## src/rtl/joy_db15_if.sv

```systemverilog
// DB15 joystick link pins: latch strobe and shift clock from the host,
// serial data back from the device.
interface joy_db15_if;
  logic JOY_LOAD;
  logic JOY_CLK;
  logic JOY_DATA;

  modport master (output JOY_LOAD, output JOY_CLK, input JOY_DATA);
  modport slave  (input JOY_LOAD, input JOY_CLK, output JOY_DATA);
endinterface

```

## src/rtl/joy_db15_tx.sv

```systemverilog
// Device side of the DB15 serial joystick link: emulates the adapter's
// parallel-load shift-register chain for two players.
module joy_db15_tx #(
  parameter int NBITS       = 12,
  parameter int SYNC_STAGES = 2   // must be at least 2
) (
  input  logic             clk_sys,
  input  logic             reset_n,
  input  logic [NBITS-1:0] joystick1,
  input  logic [NBITS-1:0] joystick2,
  joy_db15_if.slave        link,
  output logic             frame_done,
  output logic [5:0]       bit_cnt
);

  localparam int         FRAME     = 2 * NBITS;
  localparam logic [5:0] FRAME_LEN = 6'(FRAME);
  localparam logic [5:0] LAST_BIT  = 6'(FRAME - 1);

  logic [SYNC_STAGES-1:0] load_sync;
  logic [SYNC_STAGES-1:0] clk_sync;
  logic                   clk_d;
  logic                   load_s;
  logic                   clk_s;
  logic                   clk_rise;
  logic [FRAME-1:0]       shreg;
  logic                   joy_data_q;

  // Idle levels are preset so that reset release never looks like a load
  // or a clock edge to the logic below.
  // NOTE: sequential state uses non-blocking assignments only, so every
  // flop samples the pre-edge value of its neighbours.
  always_ff @(posedge clk_sys or negedge reset_n) begin
    if (!reset_n) begin
      load_sync <= '1;
      clk_sync  <= '0;
      clk_d     <= 1'b0;
    end else begin
      load_sync <= {load_sync[SYNC_STAGES-2:0], link.JOY_LOAD};
      clk_sync  <= {clk_sync[SYNC_STAGES-2:0], link.JOY_CLK};
      clk_d     <= clk_s;
    end
  end

  assign load_s   = load_sync[SYNC_STAGES-1];
  assign clk_s    = clk_sync[SYNC_STAGES-1];
  assign clk_rise = clk_s & ~clk_d;

  // Load has priority over a coincident clock edge; the chain shifts in 1s
  // (released) once both player words have gone out.
  always_ff @(posedge clk_sys or negedge reset_n) begin
    if (!reset_n) begin
      shreg      <= '1;
      bit_cnt    <= '0;
      frame_done <= 1'b0;
      joy_data_q <= 1'b1;
    end else begin
      joy_data_q <= shreg[0];
      frame_done <= 1'b0;
      if (!load_s) begin
        shreg   <= {~joystick2, ~joystick1};
        bit_cnt <= '0;
      end else if (clk_rise) begin
        shreg <= {1'b1, shreg[FRAME-1:1]};
        if (bit_cnt != FRAME_LEN) begin
          bit_cnt <= bit_cnt + 6'd1;
        end
        frame_done <= (bit_cnt == LAST_BIT);
      end
    end
  end

  assign link.JOY_DATA = joy_data_q;

endmodule

```

## src/flat_wrapper.sv

```systemverilog
// flat-port wrapper written by rule: the top's interface ports become plain ports
module joy_db15_tx_flat 
#(
  parameter int NBITS       = 12,
  parameter int SYNC_STAGES = 2                        
)
  (clk_sys, reset_n, joystick1, joystick2, frame_done, bit_cnt, link_JOY_LOAD, link_JOY_CLK, link_JOY_DATA);
  joy_db15_if link_i ();
  input  logic clk_sys;
  input  logic reset_n;
  input  logic [NBITS-1:0] joystick1;
  input  logic [NBITS-1:0] joystick2;
  output logic frame_done;
  output logic [5:0] bit_cnt;
  input wire logic [$bits(link_i.JOY_LOAD)-1:0] link_JOY_LOAD;
  input wire logic [$bits(link_i.JOY_CLK)-1:0] link_JOY_CLK;
  output wire logic [$bits(link_i.JOY_DATA)-1:0] link_JOY_DATA;
  assign link_i.JOY_LOAD = link_JOY_LOAD;
  assign link_i.JOY_CLK = link_JOY_CLK;
  assign link_JOY_DATA = link_i.JOY_DATA;
  joy_db15_tx #(.NBITS(NBITS), .SYNC_STAGES(SYNC_STAGES)) u_core (.clk_sys(clk_sys), .reset_n(reset_n), .joystick1(joystick1), .joystick2(joystick2), .link(link_i), .frame_done(frame_done), .bit_cnt(bit_cnt));
endmodule
```

## config.mk

```make
export PLATFORM = sky130hd
export DESIGN_NAME = joy_db15_tx_flat
export DESIGN_NICKNAME = d
export VERILOG_FILES = /design/src/rtl/joy_db15_if.sv /design/src/rtl/joy_db15_tx.sv /design/src/flat_wrapper.sv
export SDC_FILE = /design/constraint.sdc
export NUM_CORES = 1
export LEC_CHECK = 0
export ABC_AREA = 1
export ABC_CLOCK_PERIOD_IN_PS = 1400
export CAP_MARGIN = 0
export CORE_ASPECT_RATIO = 1.2
export CORE_UTILIZATION = 43
export DETAILED_ROUTE_END_ITERATION = 7
export GPL_TIMING_DRIVEN = 1
export PLACE_DENSITY = 0.71
export REMOVE_ABC_BUFFERS = 1
export SETUP_SLACK_MARGIN = 0.4
export SYNTH_ARGS = -nofsm -noshare
export SYNTH_HDL_FRONTEND = slang
export SYNTH_SLANG_ARGS = --single-unit
export TNS_END_PERCENT = 10
```

## constraint.sdc

```tcl
create_clock -name clk_sys -period 1.4 [get_ports clk_sys]
set_input_delay 0.35 -clock clk_sys [delete_from_list [all_inputs] [get_ports clk_sys]]
set_output_delay 0.35 -clock clk_sys [all_outputs]
set_load 0.01 [all_outputs]
```

* Word-level counts from Yosys, hierarchy flattened
Cells that the tools add are included.
W data, S select, Z words.
** Storage, ports and cells
- Register bits after elaboration :: 37
- Latch bits :: 0
- Bits in writable memories :: 0
- ROM bits :: 0
- Input port bits :: 28
- Output and inout port bits :: 8
- Word-level logic and storage cells :: 24
- Memories kept :: 0
** Operators by class
- $add $sub $neg :: 1
- Multiply operators :: 0
- Divide/modulo/power cells :: 0
- $lt $le $gt $ge :: 0
- Eq/ne operators :: 4
- Shift-type cells :: 0
- Multiplexer cells :: 7
- Bitwise operators :: 4
- Reductions and logical operators :: 1
** Operator list (count)
- $mux W24 :: 2
- $not A12 Y12 :: 2
- $mux W6 :: 3
- $add A6 B1 Y6 const B :: 1
- $eq A6 B5 Y1 const B :: 1
- $ne A6 B5 Y1 const B :: 1
- $ne A2 B2 Y1 const B :: 2
- $mux W1 :: 2
- $reduce_and A2 Y1 :: 1
- $and A1 B1 Y1 :: 1
- $not A1 Y1 :: 1

* Longest topological paths before layout
- Depth after elaboration :: 4
- Gate-level depth with buffers :: 8
- Mapped depth without buffers :: 8

* Worst setup path after synthesis
OpenSTA, ideal clock, no wires.
- Path kind :: register to register
- Start :: reg u_core.bit_cnt[0]
- End :: reg u_core.bit_cnt[4]
- Setup time :: 0.065 ns
- Data arrival time :: 1.129 ns
- Required time :: 1.335 ns
- Path slack :: 0.206 ns
- Cell stages (with the launch flop) :: 8
- Buffers on the path :: 0
- Clock period less this slack :: 1.194 ns
- Cell sequence :: dfrtp_1 inv_1 ha_1 nand3_1 nor2_1 nor3_4 nand2_1 nand2_1
** Between the ends
- Cells in the longest elaborated chain, start to end :: 4
- Elaborated cells between the ends (all ways) :: 7
- Classes of those cells :: 1 x add/sub; 2 x eq/ne; 3 x mux; 1 x reduce/logical
** RTL lines
- from (decl) :: line joy_db15_tx.sv:13 : output logic [5:0] bit_cnt
- from (signal assigned) :: line joy_db15_tx.sv:66 : bit_cnt <= bit_cnt + 6'd1;
- $add A6 B1 Y6 :: line joy_db15_tx.sv:66
- $mux W6 :: line joy_db15_tx.sv:65 : if (bit_cnt != FRAME_LEN) begin
- $mux W6 :: line joy_db15_tx.sv:63 : end else if (clk_rise) begin
- $mux W6 :: line joy_db15_tx.sv:60 : if (!load_s) begin
Several ways; a longest one is shown, not always the timed one. The select of a mux whose other input is x is not followed.
A chain may end at the register's enable or synchronous reset.

* Worst setup path in the final report
- Start :: reg u_core.bit_cnt[1]
- End :: out bit_cnt[1]
** RTL lines
- to (decl) :: line flat_wrapper.sv:14 : output logic [5:0] bit_cnt;
No word-level cell between the ends.

==> impl_metrics.ini <==
[logic_synthesis]
syn_area_per_cell_um2 = 9.40
synth_area_mm2 = 0.00169
synth_xor_area_share_pct = 1.03
synth_compound_area_share_pct = 10.6
ys.flop_type = dfstp_2
synth.most_common_cell = nand2_1
synth.distinct_cells = 26
synth_cells = 180
synthMuxAreaShare_pct = 0
synth_enable_flop_cells = 0
synth-simple-area-share_pct = 23.9
synth_top_area_cell = dfstp_2
async_flop_share_pct = 100
synth_top_family_by_area = simple AND/OR/NAND/NOR gates
yosysSeqAreaShare_pct = 56.7
synthAdderAreaFrac_pct = 1.48
yosys_register_bits = 37
synth_top_area_share_pct = 41.9
synth_warnings = 0
synth_common_cells = nand2_1, dfstp_2, dfrtp_1, o211ai_1, inv_1
synthTopCellsByArea = dfstp_2, nand2_1, dfrtp_1

[pwr]
peakVddDrop_mv = 0.498
p_per_area_mw_per_mm2 = 1030
p_leak_nw = 0.980

[die]
core_mm2 = 0.00369
die_w_um = 59.3
io_pins = 36
rows = 24
start_util_pct = 45.8
die_y_um = 70.7
die_area_mm2 = 0.00419

[critical_path]
crit_type = register to output port
max_stage_delay_ns = 0.40
cp-end-kind = output port
worstPathMaxFanout = 2
r2r_slack_ns = 0.14
worst-path-buf-inv = 1
required_ns = 1.05
crit_chain = clkdlybuf4s15_1
worstPathArrival_ns = 0.91
crit_family = flip-flops
slowest_stage = dfrtp_1
start_kind = register

[clock_network]
clock_latency_ns = 0.28
htreeDepth = 2
cts_tree = done
cts_root_buffer = clkbuf_8
cts_made_buffers = 5
ctsLongestPathBuffers = 2
path_clk_slew_ns = 0.07
cts.sink_count = 37

[drt]
drt_iter0_drc = 45
routedWlPerCell_um = 12.3
post-route-drc-count = 0
routed_wirelength_um = 3420
viasPerCell = 4.85
drtPass1Iterations = 4
postRouteAntennaNets = 0
vias = 1353

[placed_design]
dp_hpwl_um = 2280
placed_cells = 267
routabilityCongestion = 0.723
place_ws_ns = 0.0325
portBuffers = 35

[timing]
grt_setup_unrepaired = true
slew_violations = 0
max_freq_ghz = 0.791
fin_setup_tns_ns = 0
fin_crit_sh_pct = 90.3
postLayoutSetupSlackWorst_ns = 0.136
setup_viol = 0
hold_viol_final = 0
timing.slew.headroom_pct = 81.2
tightest_slew_ns = 0.279
period_needed_ns = 1.26
fin_skew_ns = 0.00466
whs_ns = 0.364

[final_layout]
nets = 256
antenna_cells = 0
stdcell_count = 279
drive_gt1_share_pct = 31.3
area_growth_pct = 37.9

[status]
outcome = finished clean

[grt]
grt_usage_pct = 18.2
grt_max_degree = 38
antenna_found_initial = 0
grt_pass1_vias = 1385
grt_pass1_wl_um = 5870
grt-ovfl-total = 0

[job]
cap_violations = 0

[worst_hold_path]
hold_class = register to register
## power breakdown
part	internal [mW]	switching, mW
logic	0.172	0.158
clock network	0.445	0.360
registers	1.22	0.0487
total	1.84	0.567
## repair_timing
| action | 4_1_cts | 5_1_grt |
|---|---|---|
| setup endpoints to repair | 39 | 39 |
| hold buffers | 0 | 0 |
| gates resized for setup | 35 | 7 |
| pin swaps | 3 | 1 |
| hold endpoints to repair | 0 | 0 |
| buffers inserted | 4 | 0 |
## stage by stage
| step | area, µm² | power, mW | utilization (%) |
|---|---|---|---|
| 6_report | 2330 | 2.41 | 63.2 |
| 5_1_grt | 2330 | 2.52 | 63.2 |
| 4_1_cts | 2310 | 2.44 | 62.4 |
| 3_5_place_dp | 2140 | 1.60 | 57.9 |
| 3_3_place_gp | 2140 | 1.60 | 57.9 |
| 2_1_floorplan | 1640 | 1.42 | - |
## state kept, by name, summed over array words and instances, names as in the netlist
name	count
u_core.shreg	24
u_core.bit_cnt	6
u_core.clk_sync	2
u_core.load_sync	2
u_core.clk_d	1
u_core.frame_done	1
u_core.link.JOY_DATA	1
## cell type report
type	count	area [µm²]
clock buffers	7	96.3
clock inverters	1	5.00
fillers	323	1360
inverters	13	56.3
multi-input cells	122	681
flip-flops and latches	37	963
well taps	52	65.1
repair buffers	47	468
## layout by cell type (no fill, tap or decap)
cell / Yosys / layout
ha_4: 0 / 1
nor4_1: 1 / 1
inv_2: 5 / 4
dfstp_4: 0 / 1
buf_12: 0 / 2
nand3_4: 1 / 3
nor2_2: 1 / 1
nor3b_2: 0 / 1
buf_6: 2 / 2
ha_1: 2 / 1
inv_1: 8 / 6
o221ai_1: 4 / 4
nor2_1: 6 / 5
o221ai_2: 2 / 2
xor2_1: 2 / 2
clkbuf_8: 0 / 7
buf_4: 2 / 8
o211ai_1: 10 / 10
nand2_2: 2 / 3
clkinv_2: 0 / 1
nand2_1: 76 / 75
nand3_1: 3 / 1
nor3_4: 1 / 1
clkdlybuf4s50_1: 0 / 27
dfrtp_1: 10 / 10
inv_4: 0 / 3
nor2_4: 1 / 2
nor3_1: 1 / 1
clkdlybuf4s15_1: 0 / 5
buf_8: 0 / 1
o21ai_0: 7 / 7
buf_2: 3 / 2
dfstp_2: 27 / 26
o21ai_1: 1 / 1
## final timing paths
path | startpoint | to | depth (start not counted)
max | u_core.bit_cnt[1] | bit_cnt[1] | 1
min | u_core.clk_sync[0] | u_core.clk_sync[1] | 0
max reg2reg | u_core.bit_cnt[0] | u_core.bit_cnt[4] | 7
min reg2reg | u_core.clk_sync[0] | u_core.clk_sync[1] | 0
max in group asynchronous | reset_n | u_core.shreg[13] | 2
min in group asynchronous | reset_n | u_core.frame_done | 2
## metal layers
metal | GRT usage, % | share of wire [%] | up-vias
met5 | 0 | 0 | -
met4 | 6.35 | 1.5 | 0
met3 | 4.39 | 4.3 | 6
met2 | 30.5 | 50 | 32
met1 | 22.6 | 44 | 643
li1 | - | - | 672
## cell families after synthesis
family                   Yosys count
flip-flops                        37
AND/OR/NAND/NOR                   94
XOR/XNOR                           2
buffers and inverters             21
AO/OA/AOI/OAI                     24
adder cells (fa/ha/maj)            2
Power figures use the tool's default switching activity.
